$ cat src/rtl/mux_scan_pkg.sv
// Shared types and constants for the 4:1 mux scan sampler.
// Channel count and select width are fixed by the mux it drives.
package mux_scan_pkg;

    localparam int NUM_CH = 4;
    localparam int SEL_W  = 2;

    typedef enum logic [0:0] {
        IDLE = 1'b0,
        SCAN = 1'b1
    } state_t;

    typedef logic [NUM_CH-1:0] ch_mask_t;

endpackage

$ cat src/rtl/next_ch_finder.sv
// Finds the next enabled channel above cur, or the lowest enabled
// channel when first is set; none_left flags that no channel qualifies.
module next_ch_finder
    import mux_scan_pkg::*;
(
    input  ch_mask_t         mask,
    input  logic [SEL_W-1:0] cur,
    input  logic             first,
    output logic [SEL_W-1:0] nxt,
    output logic             none_left
);

    // Descending walk so the lowest qualifying channel is written last.
    always_comb begin
        nxt       = '0;
        none_left = 1'b1;
        for (int k = NUM_CH - 1; k >= 0; k--) begin
            if (mask[k] && (first || (SEL_W'(k) > cur))) begin
                nxt       = SEL_W'(k);
                none_left = 1'b0;
            end
        end
    end

endmodule

$ cat src/rtl/mux_scan_sampler.sv
// Time-division scanner: steps the 4:1 mux select over enabled channels,
// holds each for dwell+1 cycles and assembles the samples into a frame.
module mux_scan_sampler
    import mux_scan_pkg::*;
#(
    parameter int DWELL_W = 4
) (
    input  logic               clk,
    input  logic               rst,
    input  logic               start,
    input  logic [DWELL_W-1:0] dwell,
    input  logic [NUM_CH-1:0]  ch_mask,
    input  logic               y_in,
    output logic [SEL_W-1:0]   sel,
    output logic               busy,
    output logic [NUM_CH-1:0]  frame,
    output logic               frame_valid
);

    state_t             state;
    ch_mask_t           mask_q;
    ch_mask_t           shadow;
    ch_mask_t           frame_nxt;
    ch_mask_t           find_mask;
    logic [DWELL_W-1:0] dwell_q;
    logic [DWELL_W-1:0] cnt;
    logic               idle;
    logic [SEL_W-1:0]   nxt_ch;
    logic               none_left;

    assign idle      = (state == IDLE);
    assign find_mask = idle ? ch_mask : mask_q;

    // In IDLE the finder picks the first channel of the incoming mask;
    // in SCAN it advances past sel within the latched mask.
    next_ch_finder u_find (
        .mask      (find_mask),
        .cur       (sel),
        .first     (idle),
        .nxt       (nxt_ch),
        .none_left (none_left)
    );

    always_comb begin
        frame_nxt      = shadow;
        frame_nxt[sel] = y_in;
    end

    always_ff @(posedge clk) begin
        if (rst) begin
            state       <= IDLE;
            sel         <= '0;
            busy        <= 1'b0;
            frame       <= '0;
            frame_valid <= 1'b0;
            mask_q      <= '0;
            dwell_q     <= '0;
            cnt         <= '0;
            shadow      <= '0;
        end else begin
            frame_valid <= 1'b0;
            unique case (state)
                IDLE: begin
                    if (start) begin
                        if (ch_mask != '0) begin
                            mask_q  <= ch_mask;
                            dwell_q <= dwell;
                            sel     <= nxt_ch;
                            cnt     <= dwell;
                            shadow  <= '0;
                            busy    <= 1'b1;
                            state   <= SCAN;
                        end else begin
                            frame       <= '0;
                            frame_valid <= 1'b1;
                        end
                    end
                end
                SCAN: begin
                    if (cnt != '0) begin
                        cnt <= cnt - DWELL_W'(1);
                    end else begin
                        shadow[sel] <= y_in;
                        if (!none_left) begin
                            sel <= nxt_ch;
                            cnt <= dwell_q;
                        end else begin
                            frame       <= frame_nxt;
                            frame_valid <= 1'b1;
                            busy        <= 1'b0;
                            state       <= IDLE;
                        end
                    end
                end
                default: state <= IDLE;
            endcase
        end
    end

endmodule

$ cat config.mk
export PLATFORM = sky130hd
export DESIGN_NAME = mux_scan_sampler
export DESIGN_NICKNAME = d
export VERILOG_FILES = /design/src/rtl/mux_scan_pkg.sv /design/src/rtl/next_ch_finder.sv /design/src/rtl/mux_scan_sampler.sv
export SDC_FILE = /design/constraint.sdc
export NUM_CORES = 1
export LEC_CHECK = 0
export CAP_MARGIN = 20
export CORE_MARGIN = 3
export CORE_UTILIZATION = 35
export CTS_BUF_LIST = sky130_fd_sc_hd__clkbuf_2 sky130_fd_sc_hd__clkbuf_4 sky130_fd_sc_hd__clkbuf_8
export CTS_CLUSTER_DIAMETER = 40
export CTS_CLUSTER_SIZE = 24
export DETAILED_ROUTE_END_ITERATION = 12
export HOLD_SLACK_MARGIN = 0.12
export PLACE_DENSITY = 0.6
export SLEW_MARGIN = 15
export SYNTH_ARGS = -nofsm -noshare
export SYNTH_HDL_FRONTEND = slang
export SYNTH_SLANG_ARGS = --single-unit
$ cat constraint.sdc
create_clock -name clk -period 2.05 [get_ports clk]
set_input_delay 0.205 -clock clk [delete_from_list [all_inputs] [get_ports clk]]
set_output_delay 0.205 -clock clk [all_outputs]
set_load 0.02 [all_outputs]
==> impl_metrics.tcl <==
set metrics [dict create \
    die_h_um 65.07 \
    io_pins 20 \
    wl_met2_um 1304 \
    yosysTopAreaCellShare 0.3934 \
    finalMaxSlewViolations 0 \
    vias 1123 \
    synthesis.area_um2 1221 \
    ant_nets 0 \
    hold_path_class "flip-flop to flip-flop" \
    post_dp_cell_area_um2 1533 \
    hold-worst-slack_ns 0.4557 \
    synth_ff_type "dfxtp_1" \
    yosysWarnings 0 \
    async_reset_ff_frac 0 \
    fmax_mhz 535.2 \
    cts_resized 0 \
    cp-startpoint "cnt[0]$_SDFFE_PP0P_" \
    reg2reg_from "cnt[0]$_SDFFE_PP0P_" \
    cp.arrival_ns 2.12 \
    grt-ovfl-total 0 \
    setup_violations 0 \
    grt_max_degree 15 \
    worstMarginPinSlew_ns 0.4792 \
    dr.max_layer_used "met4" \
    hold_start "shadow[1]$_SDFFE_PP0P_" \
    final_area_um2 1577 \
    viasPerCell 5.199 \
    insertion_delay_ns 0.31 \
    wl_met1_um 1324 \
    worst_ep_required_time_ns 2.30 \
    cts_max_level 1 \
    routedWlPerCell_um 12.75 \
    fin_util 0.4961 \
    synth_seq_cells 24 \
    min_period_ns 1.868 \
    hold_viol_final 0 \
    crit_fanout 8 \
    cts_max_path_buffers 2 \
    ys_top_cells_by_area "dfxtp_1 39%, mux2i_1 8.2%, nor2_1 5.5%" \
    io_buffers 19 \
    dp.cells 211 \
    drc 0 \
    vdd_drop_max_mv 0.4836 \
    cts.sinks 24 \
    instances_no_fill 216 \
    cp-start-kind "flip-flop" \
    gp_congestion 0.8548 \
    drt_first_pass_iters 4 \
    track_usage 0.1469 \
    end_kind "flip-flop" \
    ys_seq_area_frac 0.3934 \
    wl_um 2755 \
    dp_hpwl_um 2150 \
    antenna_cells 0 \
    status "complete, no violations" \
    synth.largest_area_cell "dfxtp_1" \
    antenna_found_initial 0 \
    fin_nets 186 \
    netlist_instances 141 \
    cts_tree "done" \
    skew_ns 0.007846 \
    syn_nets 154 \
    die_w_um 65.07 \
    power_leakage_uw 0.0005980 \
    wl_met3_um 96 \
    synth.avg_cell_area_um2 8.661 \
    synthTopCellsByCount "24 x dfxtp_1, 18 x nor2_1, 11 x a21oi_1" \
    syn_to_final_growth_pct 29.10 \
    root_buffer "clkbuf_4" \
    drive_above_1_share 0.1570 \
    slew_headroom 0.6771 \
    synth-edff-count 0 \
    synth_most_common_cell "dfxtp_1" \
    cts_buffers 3 \
    fin_tns_setup_ns 0 \
    crit_type "flip-flop to flip-flop" \
    fp.dieArea_um2 4234 \
    coreArea_um2 3178 \
    dr.first_iter.drc_count 52 \
    drv_cap 0 \
    rows 20 \
    grt_pass1_wl_um 4899 \
    power_density_nw_per_um2 833.3 \
    start_util 0.3843 \
    synth_cell_types 33 \
    grt_pass1_vias 1064 \
    hold_buffers 0 \
    path_clk_slew_ns 0.13 \
    rsz0062_at_grt "false" \
    fin_crit_sh 0.9114 \
]
## through the flow
step | power [uW] | worst slack [ns]
after global placement | 1048 | 0.1108
after floorplan | 890.1 | 0.3829
final | 1314 | 0.1816
after detailed placement | 1060 | 0.08554
after CTS | 1317 | 0.1258
after global routing | 1419 | 0.03422
## worst max-delay path: stages (launching register included)
cell,delay (ns)
dfxtp_1,0.36
inv_1,0.08
ha_1,0.23
nor3b_4,0.29
a22oi_4,0.09
buf_4,0.17
or3_2,0.44
a21oi_1,0.15
## cells in the final DEF (no fill, tap or decap), types with 2 or more instances in the layout
master	n
dfxtp_1	24
clkdlybuf4s50_1	19
nor2_1	18
buf_4	12
a21oi_1	11
mux2i_1	10
inv_1	9
nand2_1	9
o31ai_1	7
nand3_1	7
o21ai_0	6
nor2b_1	4
a31oi_1	4
or3_2	4
and2_1	3
clkbuf_4	3
a211oi_1	2
a21boi_0	2
a211oi_2	2
## worst paths after layout
path | endpoint | slack, ns | depth (start not counted)
min reg2reg | shadow[1]$_SDFFE_PP0P_ | 0.46 | 2
max reg2reg | shadow[3]$_SDFFE_PP0P_ | 0.18 | 7
min | shadow[1]$_SDFFE_PP0P_ | 0.46 | 2
max | shadow[3]$_SDFFE_PP0P_ | 0.18 | 7
## metal layers
| layer | vias up | global-route usage |
|---|---|---|
| met2 | 20 | 0.2375 |
| li1 | 575 | - |
| met3 | 4 | 0.02773 |
| met5 | - | 0 |
| met1 | 524 | 0.1924 |
| met4 | 0 | 0.05699 |
## layout make-up
cell class | count | area, um2
inverters | 9 | 33.78
multi-input cells | 104 | 690.7
fillers | 343 | 1602
flip-flops and latches | 24 | 480.5
clock buffers | 4 | 36.28
repair buffers | 31 | 280.3
well taps | 44 | 55.05
## where the power goes
part | switching [uW] | internal (uW) | total, uW
Combinational | 255 | 235 | 490
Clock | 143 | 108 | 252
Sequential | 57.3 | 515 | 572
Total | 456 | 858 | 1310
## registers in the layout, summed over array words and instances (netlist names)
register / flops
busy: 1
cnt: 4
dwell_q: 4
frame: 4
frame_valid: 1
mask_q: 3
sel: 2
shadow: 4
state: 1
## cell families after synthesis
group,Yosys count,synth area share
adder cells (fa/ha/maj),1,0.01024
multiplexers,10,0.08197
flip-flops,24,0.3934
buffers and inverters,13,0.04098
AO/OA/AOI/OAI,42,0.2561
AND/OR/NAND/NOR,51,0.2172
## repair_timing
action	CTS	global route
setup endpoints to repair	0	4
hold endpoints to repair	0	0
buffers inserted	0	1
Note: power is estimated with default switching activity, not from simulation.
